File: src/rtl/game_flow_ctrl.sv
`default_nettype none
// ---------------------------------------------------------------------------
// game_flow_ctrl : level / lives / enemy sequencing with frame-timed holds
// Revision 1.0
// ---------------------------------------------------------------------------
module game_flow_ctrl #(
  parameter int NUM_LEVELS  = 3,
  parameter int ENEMY_COUNT = 2,
  parameter int HIT_W       = 3,
  parameter int NUM_LIVES   = 3,
  parameter int TREE_BASE   = 6,
  parameter int TREE_STEP   = 2,
  parameter int HOLD_FRAMES = 60,
  localparam int LVL_W      = (NUM_LEVELS > 1) ? $clog2(NUM_LEVELS) : 1
) (
  input  logic             clk,
  input  logic             resetN,
  input  logic             startOfFrame,
  input  logic             startGame,
  input  logic             playerDead,
  input  logic [HIT_W-1:0] shotEnemyCollision,
  output logic             pause,
  output logic [3:0]       tree_count,
  output logic [LVL_W-1:0] level,
  output logic [3:0]       enemies_left,
  output logic [2:0]       lives_left,
  output logic             start_screen,
  output logic             death_screen,
  output logic             victory_screen,
  output logic             level_start
);

  localparam int HW = $clog2(HOLD_FRAMES + 1);

  typedef enum logic [2:0] {
    START    = 3'd0,
    PLAY     = 3'd1,
    CLEAR    = 3'd2,
    RESPAWN  = 3'd3,
    VICTORY  = 3'd4,
    GAMEOVER = 3'd5
  } state_t;

  state_t           state, state_n;
  logic [HW-1:0]    hold_cnt, hold_n;
  logic             start_prev;
  logic [LVL_W-1:0] level_n;
  logic [3:0]       enemies_n;
  logic [2:0]       lives_n;
  logic [7:0]       kills;
  logic [3:0]       rem;

  // Sum is formed in 8 bits so large levels saturate instead of wrapping.
  function automatic logic [3:0] trees(input logic [LVL_W-1:0] lv);
    logic [7:0] t;
    t = 8'(TREE_BASE) + 8'(lv) * 8'(TREE_STEP);
    return (t > 8'd15) ? 4'd15 : t[3:0];
  endfunction

  always_comb begin
    state_n   = state;
    level_n   = level;
    enemies_n = enemies_left;
    lives_n   = lives_left;
    hold_n    = hold_cnt;
    kills     = '0;
    for (int i = 0; i < HIT_W; i++) kills = kills + 8'(shotEnemyCollision[i]);
    rem = (kills >= {4'd0, enemies_left}) ? 4'd0 : enemies_left - kills[3:0];

    case (state)
      START: if (startGame) begin
        state_n   = PLAY;
        level_n   = '0;
        lives_n   = 3'(NUM_LIVES);
        enemies_n = 4'(ENEMY_COUNT);
      end
      PLAY: begin
        enemies_n = rem;
        if (rem == 4'd0) begin
          state_n = (level == LVL_W'(NUM_LEVELS - 1)) ? VICTORY : CLEAR;
          hold_n  = '0;
        end else if (playerDead) begin
          lives_n = lives_left - 3'd1;
          state_n = (lives_left == 3'd1) ? GAMEOVER : RESPAWN;
          hold_n  = '0;
        end
      end
      CLEAR, RESPAWN, VICTORY: begin
        if (hold_cnt == HW'(HOLD_FRAMES)) begin
          if (state == CLEAR) begin
            state_n   = PLAY;
            level_n   = level + LVL_W'(1);
            enemies_n = 4'(ENEMY_COUNT);
          end else if (state == RESPAWN) begin
            state_n = PLAY;
          end else begin
            state_n = START;
          end
        end else if (startOfFrame) begin
          hold_n = hold_cnt + HW'(1);
        end
      end
      GAMEOVER: if (startGame && !start_prev) state_n = START;
      default: state_n = START;
    endcase
  end

  always_ff @(posedge clk) begin
    if (!resetN) begin
      state          <= START;
      level          <= '0;
      enemies_left   <= 4'(ENEMY_COUNT);
      lives_left     <= 3'(NUM_LIVES);
      hold_cnt       <= '0;
      start_prev     <= 1'b0;
      level_start    <= 1'b0;
      pause          <= 1'b1;
      start_screen   <= 1'b1;
      death_screen   <= 1'b0;
      victory_screen <= 1'b0;
      tree_count     <= trees('0);
    end else begin
      state          <= state_n;
      level          <= level_n;
      enemies_left   <= enemies_n;
      lives_left     <= lives_n;
      hold_cnt       <= hold_n;
      start_prev     <= startGame;
      level_start    <= (state_n == PLAY) && (state != PLAY);
      pause          <= (state_n != PLAY);
      start_screen   <= (state_n == START);
      death_screen   <= (state_n == GAMEOVER);
      victory_screen <= (state_n == VICTORY);
      tree_count     <= trees(level_n);
    end
  end

endmodule
`default_nettype wire

File: config.mk
export PLATFORM = sky130hd
export DESIGN_NAME = game_flow_ctrl
export DESIGN_NICKNAME = d
export VERILOG_FILES = /design/src/rtl/game_flow_ctrl.sv
export SDC_FILE = /design/constraint.sdc
export NUM_CORES = 1
export LEC_CHECK = 0
export ABC_AREA = 1
export BUFFER_PORTS_ARGS = -buffer_cell sky130_fd_sc_hd__buf_2
export CORE_ASPECT_RATIO = 1.5
export CORE_UTILIZATION = 41
export DETAILED_ROUTE_END_ITERATION = 10
export GPL_TIMING_DRIVEN = 0
export PLACE_DENSITY = 0.7
export SLEW_MARGIN = 0
export SYNTH_ARGS = -nofsm -noshare
export SYNTH_HDL_FRONTEND = slang
export SYNTH_SLANG_ARGS = --single-unit
File: constraint.sdc
create_clock -name clk -period 2.2 [get_ports clk]
set_input_delay 0.22 -clock clk [delete_from_list [all_inputs] [get_ports clk]]
set_output_delay 0.22 -clock clk [all_outputs]
set_load 0.02 [all_outputs]
======== Word level (Yosys, flattened, before mapping) ========
Cells that the tools add are included.
storage, ports and cells
  input port bits ......................... 8
  logic and storage cells ................. 87
  register bits ........................... 28
operators by class
  reductions and logical operators ........ 14
  equal/unequal tests ..................... 21
  muxes and demuxes ....................... 29
  add/sub/neg operators ................... 7
  $lt $le $gt $ge ......................... 2
  bitwise gates (word level) .............. 1
operators by type and width
  kind                   number
  $mux W3                10
  $mux W6                4
  $mux W4                5
  $ne A2 B2 Y1 const B   7
  $eq A3 B3 Y1 const B   4
  $pmux W3 S4            1
  $pmux W4 S3            1
  $pmux W6 S2            1
  $reduce_and A4 Y1      3
  $eq A3 B1 Y1 const B   3
  $add A6 B1 Y6 const B  1
  $eq A3 B2 Y1 const B   2
  $eq A6 B6 Y1 const B   1
  $logic_not A3 Y1       2
  $mux W2                3
  $ne A3 B1 Y1 const B   2
  $pmux W3 S2            1
  $add A3 B3 Y4 const A  1
  $ge A3 B4 Y1           1
  $gt A4 B4 Y1 const B   1
  $logic_not A4 Y1       1
  $pmux W2 S2            1
  $reduce_bool A2 Y1     2
  $sub A4 B3 Y4          1
  other kinds (13)       15

======== Depth between registers and ports, before layout ========
  depth in word-level cells ............... 9
  mapped depth ............................ 16
  gate-level depth less buffers ........... 16

======== Worst setup path after synthesis ========
No wires, ideal clock.
  path type ............................... input -> register
  from .................................... in shotEnemyCollision[0]
  to ...................................... reg pause
  library setup time ...................... 125 ps
  data required time ...................... 2075 ps
  path buffers ............................ 0
  data arrival time ....................... 2240 ps
  path slack .............................. -164 ps
  stages on the path ...................... 14
  path through ............................ inv_1 > fa_1 > inv_1 > ha_1 > inv_1 > fa_1 > o21ai_1 > nand3_2 > nand2_1 > nand2_1 > nand2_1 > nand3_1 > nor2_1 > nand2_1
between the ends
  word-level cells in the longest chain between the ends .. 8
  elaborated cells on any way between the ends .. 9
  classes of those cells .................. 3 x add/sub; 1 x order compare; 1 x eq/ne; 3 x mux; 1 x reduce/logical
RTL lines
  element                                               RTL line  text
  start: declaration                                    21        input logic [HIT_W-1:0] shotEnemyCollision,
  $add A1 B1 Y2 (*)                                     67        for (int i = 0; i < HIT_W; i++) kills = kills + 8'(shotEnemyCollision[i]);
  $add A2 B1 Y3 (*)                                     67
  $sub A4 B3 Y4 / $ge A3 B4 Y1 (equally long branches)  68        rem = (kills >= {4'd0, enemies_left}) ? 4'd0 : enemies_left - kills[3:0];
  $mux W4 (*)                                           68
  $logic_not A4 Y1 (*)                                  79        if (rem == 4'd0) begin
  $mux W3 (*)                                           79
  $pmux W3 S4 (*)                                       70        case (state)
  $ne A3 B1 Y1 (*)                                      130       pause <= (state_n != PLAY);
  end signal: assignment                                130
  end: declaration                                      22        output logic pause,
Every way passes the cells marked *; elsewhere a longest branch is shown, timed or not.
A chain may end at the register's enable or synchronous reset.

======== Worst setup path after layout ========
Same ends and word-level chain as after synthesis.

==> impl_metrics.csv <==
group,metric,value,unit
yosys,yosys_warnings,0,
sta,fin_crit_sh,100,%
critical_path,arrival,2.35,ns
sta,fin_ws,-0.0000153,ns
global_route,grt_pass1_vias,1325,
cells_and_area,drive_gt1_share,30.0,%
status,status,"finished, violations left",
run,cap_violations,0,
critical_path,crit_path_top_delay_cell,"fa_1",
clocking,tritoncts,"done",
sta,tns,-0.0000153,ns
critical_path,path_buf_inv,4,
cells_and_area,postLayoutCoreUtil,54.1,%
yosys,yosys.area.top_type,"dfxtp_1",
clocking,clk_latency,0.27,ns
critical_path,crit_path_max_incr_delay,0.53,ns
cells_and_area,final_common_cell,"nand2_1",
routing,routed_wl,3210,µm
status,violations,"negative setup slack",
cells_and_area,nets,256,
floorplanning,die_y,76.7,µm
global_route,grt_first_pass_wirelength,5290,µm
floorplanning,die_w,51.8,µm
floorplanning,core_area,0.00348,mm²
power,power,2.21,mW
clocking,cts_sinks,27,
power,p_leak,0.873,nW
sta,slew_headroom,61.7,%
min_path,holdCritPathClass,"in2reg",
critical_path,path_cells,"buf_6, inv_2, fa_1, inv_1, ha_2, inv_2, fa_2, o21ai_4, nand3_4, nand2_1, nand2_1, nand2_2, nand3_2, nor2_2, nand2_1",
floorplanning,rows,26,
routing,avgViaCountPerCell,4.99,
critical_path,crit_top_cell,"nand2_1",
sta,finalHoldViolCount,0,
yosys,yosys_register_bits,27,
power,power_density,1170,mW/mm²
sta,max_freq,0.455,GHz
global_route,grt_max_degree,15,
global_route,grt_use_met1,16.3,%
yosys,syn_nets,224,
placed_design,dpl.hpwl,2460,µm
yosys,netlist_top_cells_area,"dfxtp_1 35%, nand2_1 10%, inv_1 7.9%",
critical_path,end_kind,"flip-flop",
critical_path,path_delay_family,"adder cells",
floorplanning,start_util,43.8,%
global_route,busiest_layer,"met2",
routing,drtPass1Iterations,4,
sta,fin_skew,0.00572,ns
cells_and_area,ff_latch_area,541,µm²
critical_path,critPathLaunchType,"input pin",
cells_and_area,area_delta_synth_final,23.6,%
placed_design,portBuffers,23,
yosys,synth_cell_types,31,
yosys,netlist_area,0.00152,mm²
clocking,cts.path.max_buffers,2,
global_route,grt_use_met2,34.2,%
sta,setup_viol,1,
placed_design,dp_slack,-0.469,ns
clocking,clk_pin_slew,0.09,ns
global_route,gr-usage-met3,2.18,%
global_route,grt_usage,17.4,%
yosys,syn_avg_cell_area,7.40,µm²
critical_path,path_class,"in2reg",
cells_and_area,multiInputGateArea,925,µm²
routing,drt_iter0_drc,13,
routing,drtAntennaViolNets,0,
cells_and_area,fillers,340,
routing,vias,1393,
placed_design,finalWeightedCongestion,0.787,
yosys,yosysSeqAreaShare,35.5,%
global_route,antenna_found_initial,0,
clocking,h-tree-depth,1,
floorplanning,io_pins,26,
global_route,overflow,0,
cells_and_area,layout_common_cells,"33 x nand2_1, 28 x inv_1, 27 x dfxtp_1",
sta,period_needed,2.20,ns
critical_path,worstPathRequired,2.35,ns
sta,drv_slew,0,
clocking,cts_buffers,3,
sta,whs,0.154,ns
routing,drcViolationCount,0,
sta,rsz0062_at_grt,"true",
yosys,netlist.area_leader.share,35.5,%
sta,worst_slew_pin_slew,0.574,ns
floorplanning,die_area,0.00397,mm²
cells_and_area,diodes,0,
clocking,clockRootBuffer,"clkbuf_8",
power,ir_worst_vdd,0.000571,V
critical_path,crit_path_max_fanout,6,
routing,avgRoutedWirePerCell,11.5,µm
yosys,netlist_instances,206,
==> routing by layer <==
layer  part of all wire, %  up-vias  wire length, µm
li1                      -      726                -
met1                    38      636             1230
met2                    57       22             1820
met3                   2.4        9               77
met4                   2.5        0               81
met5                     0        -                0
==> power breakdown <==
part | switching [mW] | internal [mW] | total (mW)
Clock | 0.146 | 0.130 | 0.276
Sequential | 0.0564 | 0.575 | 0.632
Combinational | 0.859 | 0.445 | 1.30
Total | 1.06 | 1.15 | 2.21
==> metrics by stage <==
step           std cells  instance area [µm²]
4_1_cts              277                 1830
3_5_place_dp         271                 1720
6_report             279                 1880
2_1_floorplan        206                 1560
3_3_place_gp         271                 1720
5_1_grt              279                 1880
==> worst reg2reg max path: stages (launching register included) <==
cell,delay [ns]
dfxtp_1,0.35
inv_1,0.05
ha_2,0.17
inv_2,0.06
fa_2,0.46
o21ai_4,0.18
nand3_4,0.13
nand2_1,0.08
nand2_1,0.06
nand2_2,0.09
nand3_2,0.10
nor2_2,0.09
nand2_1,0.05
==> synthesized netlist by cell type <==
library cell   n
o211ai_1       1
nand2_1       41
nand2_2        3
nor2_1        16
buf_4          2
a31oi_1        1
clkbuf_1       2
nand3_1       10
inv_2          2
a22oi_2        1
o21ai_0       11
ha_1           8
xor2_1         4
nand3_2        2
conb_1         1
o2111ai_2      1
inv_1         32
nor3_2         1
a21oi_1       15
nor2_4         2
nand4_1        9
a21oi_4        1
xnor2_1        2
dfxtp_1       27
nor2_2         1
o21ai_1        4
fa_1           2
inv_4          1
a21oi_2        1
nor3_1         1
nand3b_2       1
==> registers in the layout (all words and copies together) (netlist names) <==
name            count
pause               1
victory_screen      1
level               2
start_screen        1
hold_cnt            6
state               3
level_start         1
lives_left          3
death_screen        1
start_prev          1
tree_count          3
enemies_left        4
==> final timing paths <==
kind	startpoint	end	depth (start not counted)	slack [ns]
hold / removal	startGame	start_prev$_SDFF_PN0_	3	0.15
setup / recovery	shotEnemyCollision[0]	pause$_SDFF_PN1_	15	-0.00002
hold reg to reg	hold_cnt[0]$_SDFFE_PN0P_	hold_cnt[0]$_SDFFE_PN0P_	2	0.48
setup reg to reg	enemies_left[0]$_SDFFE_PN0P_	pause$_SDFF_PN1_	12	0.21
==> kinds of logic (layout without fill, tap and decap cells) <==
| group | after synthesis | count (layout) | share of synthesized area (%) |
|---|---|---|---|
| fa+ha+maj | 10 | 10 | 9.20 |
| simple gates | 87 | 87 | 27.2 |
| other cells | 1 | 1 | 0.246 |
| xor+xnor | 6 | 6 | 3.45 |
| buf+inv | 39 | 70 | 10.3 |
| flops | 27 | 27 | 35.5 |
| compound gates | 36 | 36 | 14.2 |
==> final cells by class <==
cell class,count,area share (%)
flip-flops and latches,27,28.7
repair buffers,27,8.37
plain buffers,4,1.20
inverters,35,7.50
multi-input cells,140,49.1
well taps,42,2.79
clock buffers,4,2.39
==> timing repair <==
item	4_1_cts	5_1_grt
cloned	0	0
gates resized for setup	10	14
endpoints found under the setup margin	15	16
setup buffers	2	2
hold buffers	0	0
pin swaps	6	5
No activity file was read; power rests on OpenSTA's default activity.
